File: src/rtl/tx_rx_pkg.sv
// Shared constants and state encoding for the packet link so tx and rx agree
// on framing and bit timing.
package tx_rx_pkg;

  localparam int CLK_HZ_DEF    = 65_000_000;
  localparam int BAUD_RATE_DEF = 9600;
  localparam int DIVISOR_DEF   = 6771;
  localparam int PKT_LEN_DEF   = 208;

  typedef enum logic [1:0] {
    IDLE  = 2'd0,
    START = 2'd1,
    DATA  = 2'd2,
    STOP  = 2'd3
  } rx_state_t;

endpackage

File: src/rtl/bit_sync.sv
// Multi-flop synchronizer for asynchronous inputs; flops reset to RESET_VAL
// so an idle-high line does not look like an edge when reset releases.
module bit_sync #(
  parameter int          WIDTH     = 1,
  parameter logic [0:0]  RESET_VAL = 1'b1
) (
  input  logic             clk_in,
  input  logic             rst_in,
  input  logic [WIDTH-1:0] async_in,
  output logic [WIDTH-1:0] sync_out
);

  logic [WIDTH-1:0] r_meta;
  logic [WIDTH-1:0] r_sync;

  always_ff @(posedge clk_in or posedge rst_in) begin
    if (rst_in) begin
      r_meta <= {WIDTH{RESET_VAL}};
      r_sync <= {WIDTH{RESET_VAL}};
    end else begin
      r_meta <= async_in;
      r_sync <= r_meta;
    end
  end

  assign sync_out = r_sync;

endmodule

File: src/rtl/rx.sv
// Serial packet receiver: start bit, PKT_LEN data bits LSB first, stop bit.
// Emits the packet with a one-cycle valid strobe, or a framing-error strobe.
module rx
  import tx_rx_pkg::*;
#(
  parameter int CLK_HZ    = CLK_HZ_DEF,
  parameter int BAUD_RATE = BAUD_RATE_DEF,
  parameter int DIVISOR   = DIVISOR_DEF,
  parameter int PKT_LEN   = PKT_LEN_DEF
) (
  input  logic               clk_in,
  input  logic               rst_in,
  input  logic               data_in,
  output logic [PKT_LEN-1:0] val_out,
  output logic               valid_out,
  output logic               frame_err_out,
  output logic               busy_out,
  output logic [1:0]         state_out
);

  localparam logic [31:0] HALF_LOAD = 32'(DIVISOR / 2 - 1);
  localparam logic [31:0] FULL_LOAD = 32'(DIVISOR - 1);
  localparam logic [7:0]  LAST_IDX  = 8'(PKT_LEN - 1);

  // Clock/baud values are descriptive; only DIVISOR drives timing.
  if (CLK_HZ <= 0 || BAUD_RATE <= 0 || DIVISOR < 4) begin : g_invalid_config
  end

  logic               w_line;
  logic               w_fall;
  logic               r_line_prev;
  rx_state_t          r_state;
  logic [31:0]        r_count;
  logic [7:0]         r_bit_idx;
  logic [PKT_LEN-1:0] r_shift;
  logic [PKT_LEN-1:0] r_val;
  logic               r_valid;
  logic               r_frame_err;

  bit_sync #(.WIDTH(1), .RESET_VAL(1'b1)) u_sync (
    .clk_in   (clk_in),
    .rst_in   (rst_in),
    .async_in (data_in),
    .sync_out (w_line)
  );

  assign w_fall = r_line_prev & ~w_line;

  always_ff @(posedge clk_in or posedge rst_in) begin
    if (rst_in) begin
      r_state     <= IDLE;
      r_line_prev <= 1'b1;
      r_count     <= '0;
      r_bit_idx   <= '0;
      r_shift     <= '0;
      r_val       <= '0;
      r_valid     <= 1'b0;
      r_frame_err <= 1'b0;
    end else begin
      r_valid     <= 1'b0;
      r_frame_err <= 1'b0;
      r_line_prev <= w_line;
      case (r_state)
        IDLE: begin
          if (w_fall) begin
            r_count <= HALF_LOAD;
            r_state <= START;
          end
        end
        START: begin
          if (r_count == '0) begin
            // A line back high at mid-start-bit was a glitch, not a frame.
            if (w_line) begin
              r_state <= IDLE;
            end else begin
              r_count   <= FULL_LOAD;
              r_bit_idx <= '0;
              r_state   <= DATA;
            end
          end else begin
            r_count <= r_count - 32'd1;
          end
        end
        DATA: begin
          if (r_count == '0) begin
            r_shift <= {w_line, r_shift[PKT_LEN-1:1]};
            r_count <= FULL_LOAD;
            if (r_bit_idx == LAST_IDX) begin
              r_state <= STOP;
            end else begin
              r_bit_idx <= r_bit_idx + 8'd1;
            end
          end else begin
            r_count <= r_count - 32'd1;
          end
        end
        STOP: begin
          if (r_count == '0) begin
            if (w_line) begin
              r_val   <= r_shift;
              r_valid <= 1'b1;
            end else begin
              r_frame_err <= 1'b1;
            end
            r_state <= IDLE;
          end else begin
            r_count <= r_count - 32'd1;
          end
        end
        default: r_state <= IDLE;
      endcase
    end
  end

  assign val_out       = r_val;
  assign valid_out     = r_valid;
  assign frame_err_out = r_frame_err;
  assign busy_out      = (r_state != IDLE);
  assign state_out     = r_state;

endmodule

File: config.mk
export PLATFORM = sky130hd
export DESIGN_NAME = rx
export DESIGN_NICKNAME = d
export VERILOG_FILES = /design/src/rtl/tx_rx_pkg.sv /design/src/rtl/bit_sync.sv /design/src/rtl/rx.sv
export SDC_FILE = /design/constraint.sdc
export NUM_CORES = 1
export LEC_CHECK = 0
export ABC_AREA = 1
export ABC_CLOCK_PERIOD_IN_PS = 14900
export BUFFER_PORTS_ARGS = -buffer_cell sky130_fd_sc_hd__buf_2
export CAP_MARGIN = 20
export CORE_ASPECT_RATIO = 0.6
export CORE_MARGIN = 2
export CORE_UTILIZATION = 55
export CTS_BUF_LIST = sky130_fd_sc_hd__clkbuf_8
export CTS_CLUSTER_SIZE = 12
export DETAILED_ROUTE_END_ITERATION = 6
export PLACE_DENSITY = 0.79
export SLEW_MARGIN = 20
export SYNTH_ARGS = -nofsm -noshare
export SYNTH_HDL_FRONTEND = slang
export SYNTH_SLANG_ARGS = --single-unit
File: constraint.sdc
create_clock -name clk_in -period 14.9 [get_ports clk_in]
set_input_delay 2.98 -clock clk_in [delete_from_list [all_inputs] [get_ports clk_in]]
set_output_delay 2.98 -clock clk_in [all_outputs]
set_load 0.03 [all_outputs]
==> flow_summary.yaml, run 1 <==
clock_tree:
  cts_resized: 0
  clockRootBuffer: "clkbuf_8"
  insertion_delay_ns: 0.61
  cts_buffers: 69
  hold_buffers: 0
  cts.sinks: 463
  clk_path_buf_depth: 3
  clkTransAtPathRegs_ns: 0.06
  cts_tree: "yes"
  post-cts-setup-buffer-count: 0
  htreeDepth: 3
die:
  fp-row-count: 52
  core-area_sq_mm: 0.0339
  die_h_um: 148
  dieArea_sq_mm: 0.0362
  ios: 216
  start_util_pct: 56.2
  die_w_um: 244
yosys:
  yosys-top-cells-area: "dfrtp_1 (60%), nand2_1 (11%), inv_1 (5.3%)"
  synth.net_count: 2019
  synth_async_sr_flop_share_pct: 100
  syn-cell-area_sq_mm: 0.0191
  ys_ff_latch: 463
  yosysSeqAreaShare_pct: 60.8
  ys_warn_count: 0
  synth_edf_count: 0
  synth_most_common_cell: "nand2_1"
  postSynthCellCount: 2009
  ys_types: 36
  synth_commonest_cells: "nand2_1 (547), dfrtp_1 (460), inv_1 (268), o21ai_1 (173), o21ai_0 (167)"
  synth_area_per_cell_sq_um: 9.48
  synth_ff_type: "dfrtp_1"
  synth_area_leader_cell: "dfrtp_1"
  synth_top_area_share_pct: 60.4
power_and_ir_drop:
  powerDensity_mw_per_mm2: 118
  ir_drop_mv: 0.0901
  p_leak_nw: 10.4
sta:
  fmaxAchievable_mhz: 208
  rsz0062_at_grt: "no"
  relSlewSlack_pct: 28.4
  worst_hold_slack_ns: 0.358
  final.setup.worst_slack_ns: 10.09
  setup_tns_ns: 0
  min_period_over_period_pct: 32.3
  post-route-min-period_ns: 4.81
  finalSetupViolations: 0
  finalClockSkew_ns: 0.0266
  tightest_slew_ns: 1.07
  drv_slew: 0
  hold_viol: 0
hold_path:
  worst_hold_path_type: "reg -> reg"
finish:
  final_util_pct: 63.4
  multi_input_area_sq_mm: 0.00574
  drive_above_1_share_pct: 20.3
  nFillCells: 2845
  synthToLayoutAreaGrowth_pct: 12.9
  nets: 2220
  fin_area_sq_mm: 0.0215
  final-seq-area_sq_mm: 0.0116
  n_antenna_cell: 0
global_route:
  overflow: 0
  track_usage_pct: 22.4
  grt_antenna_before_repair: 0
  grt_max_degree: 263
  grt_pass1_wl_um: 65900
  grt_pass1_vias: 13200
critical_path:
  cp_cell_sequence: "buf_2, clkinvlp_4, buf_4, buf_4, buf_16, buf_4"
  path_buf_inv: 6
  cpMaxStageDelayCell: "buf_4"
  worstSetupPathType: "in -> async"
  worst_setup_path_start_kind: "input pin"
  cp_data_required_time_ns: 15.53
  cp.arrival_ns: 5.44
  slowest_delay_ns: 0.72
  cp-end-kind: "asynchronous set/reset pin"
  worst_path_dominant_cell_family: "buffers and inverters"
  crit_path_frequent_cell: "buf_4"
  cp_max_fo: 80
placement:
  placed_area_sq_mm: 0.0201
  hpwl_um: 26000
  gp_congestion: 0.909
  place_ws_ns: 9.13
  io_buffers: 215
routing:
  wire_per_inst_um: 14.6
  post-route-drc-count: 0
  ant_nets: 0
  vias: 13600
  firstDrtPassIters: 6
  initialDrtViolationCount: 1072
  totalWireLength_um: 39700
  viasPerCell: 5.03
flow_run:
  cap_violations: 0
outcome:
  status: "finished, final reports clean"
-- stage by stage --
stage,total power [W],std cells
global route,0.00265,2714
CTS,0.00256,2711
global placement,0.00155,2595
detailed placement,0.00156,2595
finish,0.00253,2714
floorplan,0.00150,2009
-- cells by family after synthesis --
| group | after synthesis | synth area share (%) |
|---|---|---|
| fa+ha+maj | 7 | 0.460 |
| flops | 463 | 60.8 |
| buf+inv | 371 | 9.14 |
| compound gates | 460 | 14.3 |
| xor+xnor | 9 | 0.414 |
| simple gates | 699 | 14.8 |
-- sequential cells by signal, indices dropped and copies added (netlist names), named ones only --
register         flops
frame_err_out        1
u_sync.sync_out      1
u_sync.r_meta        1
valid_out            1
state_out            1
val_out            208
r_line_prev          1
r_bit_idx            8
r_count             32
r_shift            208
-- worst register-to-register path: stages, from the launching register on --
cell	delay, ns
dfrtp_1	0.36
inv_1	0.09
ha_1	0.27
nand3_2	0.13
nor2_4	0.08
nand4_4	0.13
inv_2	0.08
nand3_4	0.30
buf_16	0.30
buf_4	0.68
buf_4	0.80
nand2_1	0.20
o21ai_2	0.09
-- path summary, 6_finish.rpt --
check | startpoint | endpoint | slack, ns | cells after the start
worst max-delay path | rst_in | val_out[14] | 10.09 | 6
worst min-delay path | u_sync.r_meta | u_sync.sync_out | 0.36 | 0
worst max register to register | r_count[0] | val_out[70] | 11.30 | 12
worst min register to register | u_sync.r_meta | u_sync.sync_out | 0.36 | 0
max in group clk_in | state_out[0] | busy_out | 10.28 | 4
min in group asynchronous | rst_in | r_count[0] | 2.60 | 3
-- cell type report --
| cell class | count | area share (%) |
|---|---|---|
| Sequential cell | 463 | 53.9 |
| Multi-Input combinational cell | 1175 | 26.7 |
| Timing Repair Buffer | 229 | 5.89 |
| Clock buffer | 82 | 5.25 |
| Inverter | 272 | 4.77 |
| Tap cell | 459 | 2.67 |
| Clock inverter | 34 | 0.844 |
-- power breakdown --
part	switching [W]	total, W	leakage [nW]	internal, W
Clock	0.000473	0.000989	0.756	0.000517
Sequential	0.0000170	0.00129	6.44	0.00127
Combinational	0.000187	0.000251	3.21	0.0000640
Total	0.000677	0.00253	10.4	0.00185
-- cell usage in the layout, fill, tap and decap left out, drive strengths merged --
| cell | instances |
|---|---|
| a21oi | 8 |
| o2111ai | 1 |
| inv | 294 |
| clkbuf | 82 |
| or2 | 5 |
| nand3b | 1 |
| nand2 | 553 |
| and2 | 1 |
| a31oi | 1 |
| nor4 | 5 |
| clkinvlp | 3 |
| a21boi | 1 |
| nand3 | 37 |
| nor2 | 80 |
| dfstp | 3 |
| o21ai | 441 |
| nor3b | 1 |
| a22oi | 4 |
| nand4 | 11 |
| clkinv | 8 |
| xor2 | 9 |
| buf | 229 |
| dfrtp | 460 |
| bufinv | 1 |
| o22ai | 4 |
| ha | 7 |
| nor3 | 5 |
-- metal layers --
layer	part of all wire, %	GRT usage (%)	routed length (um)	vias to the layer above
li1	-	-	-	6739
met1	48	33.3	19100	6501
met2	43	32.4	17200	337
met3	6.2	5.54	2450	64
met4	2.2	7.59	870	0
met5	0	0	0	-
(Power assumes the default switching activity.)
==> run 2: changes to the inputs <==
--- a/config.mk
+++ b/config.mk
@@ -6,7 +6,7 @@
 export NUM_CORES = 1
 export LEC_CHECK = 0
 export ABC_AREA = 1
-export ABC_CLOCK_PERIOD_IN_PS = 14900
+export ABC_CLOCK_PERIOD_IN_PS = 4400
 export BUFFER_PORTS_ARGS = -buffer_cell sky130_fd_sc_hd__buf_2
 export CAP_MARGIN = 20
 export CORE_ASPECT_RATIO = 0.6
==> constraint.sdc (replaced) <==
create_clock -name clk_in -period 4.4 [get_ports clk_in]
set_input_delay 0.88 -clock clk_in [delete_from_list [all_inputs] [get_ports clk_in]]
set_output_delay 0.88 -clock clk_in [all_outputs]
set_load 0.03 [all_outputs]
==> run 2 against run 1 <==
Compared with the run above:
- combinational power increased to 3.6 times the previous value
- non-clock buffer count increased by 10
- cell count increased by 0.55%
- register-to-register slack got worse by 10 ns
==> flow_summary.yaml, run 2 (synthesized netlist as in run 1, its figures left out) <==
outcome:
  status: "finished, final reports clean"
clock_tree:
  cts_buffers: 68
  clk_path_buf_depth: 3
  cts_resized: 0
  hold_buffers: 0
  post-cts-setup-buffer-count: 0
  clockRootBuffer: "clkbuf_8"
  clkTransAtPathRegs_ns: 0.06
  htreeDepth: 3
  cts.sinks: 463
  insertion_delay_ns: 0.62
  cts_tree: "yes"
sta:
  fmaxAchievable_mhz: 321
  rsz0062_at_grt: "no"
  min_period_over_period_pct: 70.8
  tightest_slew_ns: 0.964
  hold_viol: 0
  drv_slew: 0
  finalSetupViolations: 0
  post-route-min-period_ns: 3.12
  worst_hold_slack_ns: 0.296
  finalClockSkew_ns: 0.0276
  relSlewSlack_pct: 35.8
global_route:
  grt_antenna_before_repair: 0
  overflow: 0
  track_usage_pct: 23.5
  grt_max_degree: 125
  grt_pass1_wl_um: 68600
  grt_pass1_vias: 13500
power_and_ir_drop:
  pwr-share-clk_pct: 39.9
  powerDensity_mw_per_mm2: 404
  ir_drop_mv: 0.227
  p_comb_share_pct: 10.3
  swShare_pct: 27.0
  power_w: 0.00878
  p_seq_share_pct: 49.8
  p_switching_w: 0.00237
  p_leak_nw: 10.5
  p_int_w: 0.00640
critical_path:
  cp_data_required_time_ns: 4.87
  cp.arrival_ns: 3.59
  worst_setup_path_start_kind: "flip-flop"
  cp-end-kind: "flip-flop"
  cp_max_fo: 124
  worstSetupPathType: "reg -> reg"
routing:
  viasPerCell: 5.05
  post-route-drc-count: 0
  firstDrtPassIters: 5
  totalWireLength_um: 41300
  initialDrtViolationCount: 1216
  vias: 13800
  wire_per_inst_um: 15.1
  ant_nets: 0
die:
  ios: 216
  start_util_pct: 56.2
  fp-row-count: 52
  die_h_um: 148
  die_w_um: 244
  core-area_sq_mm: 0.0339
  dieArea_sq_mm: 0.0362
finish:
  final_cell_mix: "nand2_1 (546), dfrtp_1 (460), inv_1 (287), buf_2 (215), o21ai_1 (173)"
  mostFrequentLayoutCell: "nand2_1"
  final_util_pct: 64.2
  drive_above_1_share_pct: 20.9
  nets: 2229
  n_antenna_cell: 0
  nFillCells: 2702
  synthToLayoutAreaGrowth_pct: 14.2
placement:
  gp_congestion: 0.895
  io_buffers: 215
  hpwl_um: 27800
hold_path:
  worst_hold_path_type: "in -> async"
flow_run:
  cap_violations: 0
run 2: changes by cell type in the layout (fill, tap and decap cells not counted):
cell       before  now
bufinv_16       1    2
buf_12          2   14
clkinv_2        8   10
inv_1         288  287
clkbuf_8       82   85
buf_16          3    0
buf_4           9   10
run 2: per-stage QoR:
stage | setup TNS [ns] | std cells | worst slack [ns] | cell area [sq um]
after floorplan | -1265.48 | 2009 | -2.74 | 19100
after CTS | 0 | 2729 | 1.33 | 21700
after detailed placement | 0 | 2608 | 1.37 | 20400
after global routing | 0 | 2729 | 1.07 | 21700
final | 0 | 2729 | 1.28 | 21700
after global placement | 0 | 2607 | 1.43 | 20300
run 2: metal layers:
layer / up-vias / track usage, % / part of all wire (%)
met3: 54 / 5.67 / 6.3
met5: - / 0 / 0
li1: 6755 / - / -
met2: 344 / 35.3 / 45
met1: 6632 / 34.7 / 47
met4: 0 / 5.85 / 1.4
run 2: worst paths after layout:
| kind | slack, ns | cells past startpoint | endpoint | startpoint |
|---|---|---|---|---|
| worst min-delay path | 0.30 | 2 | r_shift[27] | rst_in |
| worst max-delay path | 1.28 | 10 | val_out[123] | r_count[0] |
| worst min register to register | 0.36 | 0 | u_sync.sync_out | u_sync.r_meta |
| min in group clk_in | 0.36 | 0 | u_sync.sync_out | u_sync.r_meta |
| worst max register to register | 1.28 | 10 | val_out[123] | r_count[0] |
| max in group asynchronous | 3.06 | 4 | r_shift[31] | rst_in |
run 2: layout make-up:
class / count / area [sq um] / share of cell area (%)
clock buffer: 85 / 1170 / 5.38
clock inverter: 36 / 218 / 1.00
inverter: 272 / 1020 / 4.71
multi-input combinational: 1175 / 5740 / 26.4
sequential: 463 / 11600 / 53.3
tap: 459 / 574 / 2.64
timing repair buffer: 239 / 1430 / 6.58
run 2: critical path, cell delays in order (launching register included):
cell	delay, ns
dfrtp_1	0.37
inv_1	0.12
ha_1	0.25
nand3_2	0.13
nor2_4	0.29
nand4_4	0.17
inv_2	0.14
nand3_4	0.69
buf_12	0.52
nand2_1	0.12
o21ai_0	0.10
run 2: power by group through the flow:
stage                     Sequential, W  Combinational, W  Clock (W)
after detailed placement        0.00445          0.000884          0
after CTS                       0.00437          0.000891    0.00358
after global placement          0.00444          0.000861          0
after global routing            0.00437           0.00100    0.00379
after floorplan                 0.00445          0.000630          0
final                           0.00437          0.000904    0.00350
